File: src/rtl/systolic_skew_feeder_pkg.sv
// Shared types and defaults for the systolic array feeder (package systolic_pkg).
package systolic_pkg;

    typedef logic [15:0] fp16_t;

    typedef enum logic [1:0] {
        IDLE   = 2'd0,
        STREAM = 2'd1,
        DRAIN  = 2'd2
    } feeder_state_e;

    localparam int unsigned DEFAULT_N        = 4;
    localparam int unsigned MAC_PIPE_LATENCY = 3;

endpackage : systolic_pkg

File: src/rtl/systolic_skew_feeder_skew_delay_lane.sv
// One skew lane: enable-gated shift register of {value, start}, DEPTH stages,
// synchronous clear that wins over the enable.
module skew_delay_lane #(
    parameter int unsigned DEPTH  = 1,
    parameter int unsigned DATA_W = 16
) (
    input  logic              clk,
    input  logic              clr,
    input  logic              en,
    input  logic [DATA_W-1:0] in_val,
    input  logic              in_start,
    output logic [DATA_W-1:0] out_val,
    output logic              out_start
);

    logic [DEPTH-1:0][DATA_W-1:0] val_q, val_d;
    logic [DEPTH-1:0]             start_q, start_d;

    // Next chain contents: shift one stage when enabled, otherwise hold.
    always_comb begin
        val_d   = val_q;
        start_d = start_q;
        if (en) begin
            val_d[0]   = in_val;
            start_d[0] = in_start;
            for (int unsigned i = 1; i < DEPTH; i++) begin
                val_d[i]   = val_q[i-1];
                start_d[i] = start_q[i-1];
            end
        end
    end

    // Chain registers with synchronous clear.
    always_ff @(posedge clk) begin
        if (clr) begin
            val_q   <= '0;
            start_q <= '0;
        end else begin
            val_q   <= val_d;
            start_q <= start_d;
        end
    end

    assign out_val   = val_q[DEPTH-1];
    assign out_start = start_q[DEPTH-1];

endmodule : skew_delay_lane

File: src/rtl/systolic_skew_feeder.sv
// Skewed row feeder for one edge of the systolic MAC array. Lane i is delayed
// i+1 cycles; after the last vector of a tile the array is drained and done pulses.
// Optional macro SKEW_FEEDER_STALL_CNT_EN adds the stall_cycles output.
module systolic_skew_feeder
    import systolic_pkg::*;
#(
    parameter int unsigned N           = DEFAULT_N,
    parameter int unsigned DATA_W      = 16,
    parameter int unsigned MAC_LATENCY = MAC_PIPE_LATENCY
) (
    input  logic                clk,
    input  logic                RST,
    input  logic [N*DATA_W-1:0] in_vec,
    input  logic                in_valid,
    input  logic                in_last,
    output logic                in_ready,
    input  logic                hold,
    output logic [N*DATA_W-1:0] out_vec,
    output logic [N-1:0]        out_start,
    output logic                busy,
    output logic                done,
    output logic [15:0]         vec_count
`ifdef SKEW_FEEDER_STALL_CNT_EN
    ,
    output logic [31:0]         stall_cycles
`endif
);

    localparam int unsigned        DRAIN_CYCLES = N + MAC_LATENCY;
    localparam int unsigned        CNT_W        = $clog2(DRAIN_CYCLES);
    localparam logic [CNT_W-1:0]   DRAIN_LOAD   = CNT_W'(DRAIN_CYCLES - 1);

    feeder_state_e     state_q, state_d;
    logic [CNT_W-1:0]  cnt_q, cnt_d;
    logic [15:0]       vec_count_q, vec_count_d;
    logic              done_c;
    logic              acc;
    logic [N*DATA_W-1:0] lane_in;
    logic [N-1:0]      lane_start;

    assign in_ready = ~RST & ~hold & (state_q != DRAIN);
    assign acc      = in_valid & in_ready;
    // Bubbles enter the chains as value 0 so the array only sees real data.
    assign lane_in  = acc ? in_vec : '0;

    for (genvar i = 0; i < N; i++) begin : g_lane
        skew_delay_lane #(
            .DEPTH  (i + 1),
            .DATA_W (DATA_W)
        ) u_lane (
            .clk       (clk),
            .clr       (RST),
            .en        (~hold),
            .in_val    (lane_in[DATA_W*i +: DATA_W]),
            .in_start  (acc),
            .out_val   (out_vec[DATA_W*i +: DATA_W]),
            .out_start (lane_start[i])
        );
    end

    assign out_start = hold ? '0 : lane_start;
    assign busy      = (state_q != IDLE);
    assign done      = done_c & ~RST;
    assign vec_count = vec_count_q;

    // Tile sequencing: accept vectors, then count out the drain window.
    always_comb begin
        state_d     = state_q;
        cnt_d       = cnt_q;
        vec_count_d = vec_count_q;
        done_c      = 1'b0;
        unique case (state_q)
            IDLE: begin
                if (acc) begin
                    vec_count_d = 16'd1;
                    if (in_last) begin
                        state_d = DRAIN;
                        cnt_d   = DRAIN_LOAD;
                    end else begin
                        state_d = STREAM;
                    end
                end
            end
            STREAM: begin
                if (acc) begin
                    vec_count_d = (vec_count_q == 16'hFFFF) ? vec_count_q : vec_count_q + 16'd1;
                    if (in_last) begin
                        state_d = DRAIN;
                        cnt_d   = DRAIN_LOAD;
                    end
                end
            end
            DRAIN: begin
                if (!hold) begin
                    if (cnt_q == '0) begin
                        done_c  = 1'b1;
                        state_d = IDLE;
                    end else begin
                        cnt_d = cnt_q - CNT_W'(1);
                    end
                end
            end
            default: state_d = IDLE;
        endcase
    end

    // Control registers; reset overrides hold.
    always_ff @(posedge clk) begin
        if (RST) begin
            state_q     <= IDLE;
            cnt_q       <= '0;
            vec_count_q <= '0;
        end else begin
            state_q     <= state_d;
            cnt_q       <= cnt_d;
            vec_count_q <= vec_count_d;
        end
    end

`ifdef SKEW_FEEDER_STALL_CNT_EN
    logic [31:0] stall_q, stall_d;

    // Held-while-busy cycle count, restarted on the first accept of each tile.
    always_comb begin
        stall_d = stall_q;
        if ((state_q == IDLE) && acc) begin
            stall_d = '0;
        end else if (busy && hold) begin
            stall_d = stall_q + 32'd1;
        end
    end

    // Stall counter register.
    always_ff @(posedge clk) begin
        if (RST) begin
            stall_q <= '0;
        end else begin
            stall_q <= stall_d;
        end
    end

    assign stall_cycles = stall_q;
`endif

endmodule : systolic_skew_feeder

File: config.mk
export PLATFORM = sky130hd
export DESIGN_NAME = systolic_skew_feeder
export DESIGN_NICKNAME = d
export VERILOG_FILES = /design/src/rtl/systolic_skew_feeder_pkg.sv /design/src/rtl/systolic_skew_feeder_skew_delay_lane.sv /design/src/rtl/systolic_skew_feeder.sv
export SDC_FILE = /design/constraint.sdc
export NUM_CORES = 1
export LEC_CHECK = 0
export ABC_AREA = 1
export BUFFER_PORTS_ARGS = -buffer_cell sky130_fd_sc_hd__buf_2
export CAP_MARGIN = 20
export CORE_ASPECT_RATIO = 2
export CORE_MARGIN = 1.5
export CORE_UTILIZATION = 40
export DETAILED_ROUTE_END_ITERATION = 6
export PLACE_DENSITY = 0.6
export SLEW_MARGIN = 20
export SYNTH_ARGS = -nofsm -noshare
export SYNTH_HDL_FRONTEND = slang
export SYNTH_HIERARCHICAL = 1
export SYNTH_SLANG_ARGS = --single-unit
File: constraint.sdc
create_clock -name clk -period 1.4 [get_ports clk]
set_input_delay 0.35 -clock clk [delete_from_list [all_inputs] [get_ports clk]]
set_output_delay 0.35 -clock clk [all_outputs]
set_load 0.01 [all_outputs]
**Word-level counts from Yosys, hierarchy flattened**

Index checks and enable logic that the tools add are counted.
W data, S select, Z words.

- Output and inout port bits: 87
- Input port bits: 69
- Flip-flop bits (word level): 191
- Word-level logic and storage cells: 68

- Equality and inequality tests: 13
- Reductions and logical operators: 9
- Multiplexer cells: 21
- Bitwise logic cells: 6
- Add/sub/neg operators: 2

Operators by type and width:

| cell | count |
|---|---|
| $mux W64 | 1 |
| $mux W16 | 3 |
| $pmux W16 S2 | 1 |
| $add A16 B1 Y16 const B | 1 |
| $eq A16 B16 Y1 const B | 1 |
| $ne A2 B2 Y1 const B | 8 |
| $mux W2 | 6 |
| $mux W3 | 4 |
| $reduce_and A5 Y1 | 2 |
| $pmux W2 S3 | 1 |
| $pmux W3 S2 | 1 |
| $reduce_bool A2 Y1 | 3 |
| $and A1 B1 Y1 | 4 |
| $mux W4 | 1 |
| $ne A2 B1 Y1 const B | 2 |
| $reduce_and A4 Y1 | 1 |
| $logic_not A3 Y1 | 1 |
| $mux W1 | 3 |
| $sub A3 B1 Y3 const B | 1 |
| $eq A2 B1 Y1 const B | 1 |
| $eq A2 B2 Y1 const B | 1 |
| $logic_not A2 Y1 | 1 |
| $not A1 Y1 | 2 |
| $reduce_or A2 Y1 | 1 |

**Depth between registers and ports, before layout**

- Depth after elaboration: 6
- Mapped depth: 10

**Modules after synthesis**

The synthesis kept the hierarchy.

By module, submodules not included:

| module | seq. area each (µm²) | cells each | times used | area each (µm²) |
|---|---|---|---|---|
| skew_delay_lane (g_lane[3].u_lane) | 1361.3 | 447 | 1 | 2902.8 |
| skew_delay_lane (g_lane[2].u_lane) | 1021.0 | 339 | 1 | 2199.6 |
| systolic_skew_feeder | 420.4 | 388 | 1 | 2019.4 |
| skew_delay_lane (g_lane[1].u_lane) | 680.7 | 232 | 1 | 1522.7 |
| skew_delay_lane (g_lane[0].u_lane) | 340.3 | 108 | 1 | 732.0 |

**Worst setup path after synthesis**

No wires, ideal clock.

- Path kind: register -> register
- Start point: reg vec_count_q[0] (netlist: vec_count[0])
- End point: reg vec_count_q[7] (netlist: vec_count[7])
- Period minus slack after synthesis: 1.517 ns
- Stages on the path, launching flop included: 10
- Buffers on the path: 1
- Required time: 1.291 ns
- Slack: -0.117 ns
- Arrival time: 1.408 ns
- Path through: dfxtp_1 -> ha_1 -> nand2_1 -> nor2_4 -> nand4_1 -> buf_2 -> nand3b_1 -> nand2_1 -> nand2_1 -> inv_1

- Word-level cells in the longest chain between the ends: 4
- Elaborated cells on any way between the ends: 7
- Those cells by class: add/sub: 1; eq/ne: 2; mux: 3; reduce/logical: 1

RTL lines:

| element | RTL line | RTL |
|---|---|---|
| start, declared | systolic_skew_feeder.sv:35 | `logic [15:0] vec_count_q, vec_count_d;` |
| start signal, assigned | systolic_skew_feeder.sv:116 | `vec_count_q <= vec_count_d;` |
| $add A16 B1 Y16 | systolic_skew_feeder.sv:86 | `vec_count_d = (vec_count_q == 16'hFFFF) ? vec_count_q : vec_count_q + 16'd1;` |
| $mux W16 | systolic_skew_feeder.sv:86 |  |
| $mux W16 | systolic_skew_feeder.sv:85 | `if (acc) begin` |
| $pmux W16 S2 | systolic_skew_feeder.sv:72 | `unique case (state_q)` |

Parallel ways exist; a longest one is shown, timed or not. The select of a mux whose other input is x is not followed.
A chain may end at the register's enable or synchronous reset.

**Final worst setup path**

- Start point: reg state_q[0]
- End point: out done

- Word-level cells in the longest chain between the ends: 3

RTL lines:

| element | RTL line | RTL |
|---|---|---|
| start, declared | systolic_skew_feeder.sv:33 | `feeder_state_e state_q, state_d;` |
| start signal, assigned | systolic_skew_feeder.sv:114 | `state_q <= state_d;` |
| $eq A2 B2 Y1 | systolic_skew_feeder.sv:72 |  |
| $mux W1 | systolic_skew_feeder.sv:72 |  |
| $and A1 B1 Y1 | systolic_skew_feeder.sv:63 | `assign done = done_c & ~RST;` |
| end, declared | systolic_skew_feeder.sv:21 | `output logic done,` |

No other way between the ends.

==> impl.org <==
** Power and ir drop
- Power spread over the standard cell area amounts to ~1100 nW/um^2.
- After layout, the design draws a total of between 0.01 and 0.015 W.
- VDD sags by at most 0.000935 V.
- Summed over all cells, the static leakage comes to between 6 and 7 nW.

** Die
- The initialized floorplan defines 79 standard-cell rows.
- Horizontal extent of the die :: around 110 um
- The floorplan step defined a die boundary enclosing approximately 24,000 um^2.
- For this configuration, the core starts out at a cell density of around two fifths.
- I/O pin total :: 156
- In this run the vertical extent of the chip is approximately 220 um.
- CORE AREA :: 23,100 um^2

** Critical path
- STA classifies the critical path endpoint as a primary output.
- For the worst setup path, the data arrival time is about 1500 ps.
- Worst endpoint required time :: around 1100 ps
- The critical path is of the reg -> out type.
- The worst setup path is launched from a flip-flop.
- Of all nets on the critical path, the largest fanout is 5.
- FF-to-FF setup slack :: -110 ps

** Placement
- Detail Placement HPWL :: 14,000 um
- # port buffers :: approximately 160
- At the end of routability-driven placement, the weighted congestion stood at around 0.83.
- Setup slack after placement :: -232 ps

** Logic synthesis
- After synthesis, the cell types taking the most area are sky130_fd_sc_hd__dfxtp_1 41%, sky130_fd_sc_hd__nor2_1 17%, sky130_fd_sc_hd__nand2_1 17%, sky130_fd_sc_hd__inv_1 11%, sky130_fd_sc_hd__buf_4 4.7%.
- The synthesized netlist contains 29 unique library cells.
- Largest area contributor in the netlist :: sky130_fd_sc_hd__dfxtp_1
- FF+latch count, synth :: about 190
- The most used flip-flop cell after synthesis is sky130_fd_sc_hd__dfxtp_1.
- A synthesized cell averages 6.19 um^2.
- Synthesis produced a netlist with a net count of between 1,500 and 2,000.
- Yosys warning total :: 6
- The cell area that synthesis handed to floorplanning was around 9400 um^2.
- Gate Count Post-Synth :: 1,514
- Count of flip-flops with a built-in enable after synthesis :: 0
- Top cell type's share of synthesized area :: 40.8%
- Post-synthesis sequential area ratio :: approximately two fifths
- Asr flop ratio synth :: 0%

** STA
- Setup repair after global routing could not meet its margin everywhere.
- The number of slew-limit violations in the final report came to 0.
- For the pin with the worst max-slew slack, the measured transition is ~340 ps.
- Worst Clk Skew :: 6.69 ps
- Counting I/O delays and the setup requirement, the final critical path takes 1800 ps.
- Smallest setup slack after layout :: -404 ps
- After layout, the worst path uses 129% of the clock period.
- Measured against its own limit, the worst slew margin works out to between 70% and 80%.
- The number of hold violations in the final report was 0.
- Timing would allow up to around 550 MHz.
- Setup violations remaining at the end of the flow were counted as 36.

** GRT
- The initial antenna violation count came to 1.
- The first global-routing pass estimated 33,200 um of wire.
- Entering global routing, the biggest net connects 56 pins.
- The via count of the first global-routing pass came to 7,472.
- For this run, the total global-route usage over all layers was measured as between 15 and 20%.
- Total overflow reported by the global router :: 0

** Final layout
- Cells fill 52.1% of the core in the end.
- In the final layout, the share of cells above drive strength 1 is 26.3%.
- Leaving out fill and tap cells, the most frequent cell in the layout is sky130_fd_sc_hd__nand2_1.
- Synthesis-to-layout area growth :: 28.4%
- At the end of the flow, the number of nets in the layout was ~1,700.
- The top cell types in the final layout, fill and taps aside, are 398 x sky130_fd_sc_hd__nand2_1, 382 x sky130_fd_sc_hd__nor2_1, 261 x sky130_fd_sc_hd__inv_1.
- The number of antenna diodes in the final layout is 0.

** Clocking
- Counting every sink on the clock net gives 191.
- The number of hold buffers added after CTS was 0.
- TritonCTS clock tree :: yes
- Post-CTS clock slew at the launch and capture registers of the worst setup and hold paths :: about 70 ps
- Clk root buf :: sky130_fd_sc_hd__clkbuf_16
- Clock latency on the worst-skew pair, taken at its later pin, is between 400 and 500 ps.
- The H-tree was split into 4 levels.
- Total CTS buffers :: 17
- The clock passes through at most 2 buffers.

** Routing
- Number of DRC markers after the initial detailed-route iteration :: slightly below 300
- TritonRoute pass-1 iters :: 4
- Post-DR vias/cell :: around 4.3
- After detailed routing, the number of remaining DRC violations is 0.
- Via count :: 8,495
- Routed WL :: approximately 22,000 um
- Post-route ant nets :: 0
- Drt wl/cell :: approximately 11 um

** Min path
- Min-Delay Path Class :: in -> reg

** Status
- Status :: finished with violations
- Violations in the final reports :: setup timing

** Flow run
- Across the run, the number of max-cap violations was 0.
==> final cells by class <==
type / count / area, um^2
Fill cell: 2378 / 11100
Clock buffer: 24 / 502
Tap cell: 283 / 354
Clock inverter: 8 / 150
Sequential cell: 191 / 3870
Multi-Input combinational cell: 929 / 4160
Timing Repair Buffer: 255 / 1940
Inverter: 280 / 1070
==> through the flow <==
step	cell area, um^2	std cells	TNS, ps	hold slack, ps
after floorplan	9420	1514	0	445
after global placement	10300	1899	-804	450
after detailed placement	10300	1899	-1520	456
after CTS	11300	1944	-1360	157
after global routing	12000	1970	-6850	181
final	12000	1970	-2760	184
==> critical path, stage by stage, from the launching register on <==
cell	delay (ps)
sky130_fd_sc_hd__dfxtp_4	360
sky130_fd_sc_hd__inv_4	80
sky130_fd_sc_hd__nand2_8	70
sky130_fd_sc_hd__nor4_4	250
sky130_fd_sc_hd__buf_4	160
sky130_fd_sc_hd__buf_6	90
==> synth_stat cells, types with 2 or more instances <==
| library cell | number |
|---|---|
| sky130_fd_sc_hd__a21oi_1 | 16 |
| sky130_fd_sc_hd__buf_2 | 33 |
| sky130_fd_sc_hd__buf_4 | 59 |
| sky130_fd_sc_hd__buf_6 | 13 |
| sky130_fd_sc_hd__clkbuf_1 | 8 |
| sky130_fd_sc_hd__clkinv_1 | 2 |
| sky130_fd_sc_hd__dfxtp_1 | 191 |
| sky130_fd_sc_hd__ha_1 | 3 |
| sky130_fd_sc_hd__inv_1 | 274 |
| sky130_fd_sc_hd__inv_2 | 4 |
| sky130_fd_sc_hd__nand2_1 | 419 |
| sky130_fd_sc_hd__nand2_2 | 5 |
| sky130_fd_sc_hd__nand3_1 | 21 |
| sky130_fd_sc_hd__nand4_1 | 3 |
| sky130_fd_sc_hd__nor2_1 | 433 |
| sky130_fd_sc_hd__nor2_2 | 7 |
| sky130_fd_sc_hd__nor2_4 | 3 |
| sky130_fd_sc_hd__nor2_8 | 2 |
| sky130_fd_sc_hd__nor3_1 | 3 |
| sky130_fd_sc_hd__o21ai_0 | 6 |
==> timing repair <==
| action | in CTS | in global routing |
|---|---|---|
| pin swaps | 18 | 42 |
| setup endpoints to repair | 33 | 92 |
| buffers inserted | 14 | 20 |
| gates resized for setup | 78 | 134 |
| cloned | 1 | 7 |
==> registers in the layout (all words and copies together), names as in the netlist <==
register / count
g_lane.u_lane/val_q: 96
g_lane.u_lane/out_start: 1
g_lane.u_lane/start_q: 9
cnt_q: 3
state_q: 2
g_lane.u_lane/out_val: 64
vec_count: 16
==> worst paths after layout <==
| path | startpoint | end | depth (start not counted) |
|---|---|---|---|
| setup / recovery | state_q[0] | done | 5 |
| hold / removal | in_last | state_q[1] | 3 |
| setup reg to reg | vec_count[1] | vec_count[8] | 8 |
| hold reg to reg | g_lane[0].u_lane/out_val[10] | g_lane[0].u_lane/out_val[10] | 2 |
==> layer usage <==
| metal | vias to the layer above | global-route usage [%] | routed length (um) |
|---|---|---|---|
| met5 | - | 0 | 8 |
| met4 | 2 | 8.31 | 814 |
| met3 | 50 | 3.77 | 738 |
| met2 | 155 | 31.9 | 11900 |
| met1 | 3715 | 17.1 | 8880 |
| li1 | 4573 | - | - |
==> cell families (layout without fill, tap and decap cells) <==
kind of cell,after synthesis,in the layout,share of synthesized area (%)
AOI/OAI and AO/OA,24,24,1.31
buffers and inverters,394,567,19.7
DFF,191,191,40.8
and+or+nand+nor,902,902,37.8
adders and majority gates,3,3,0.400
==> power by group <==
part           internal, W  leakage (nW)  switching (W)
Combinational     0.000718          4.25       0.000982
Sequential         0.00573          1.59       0.000150
Clock              0.00324         0.317        0.00212
Power figures use the tool's default switching activity.
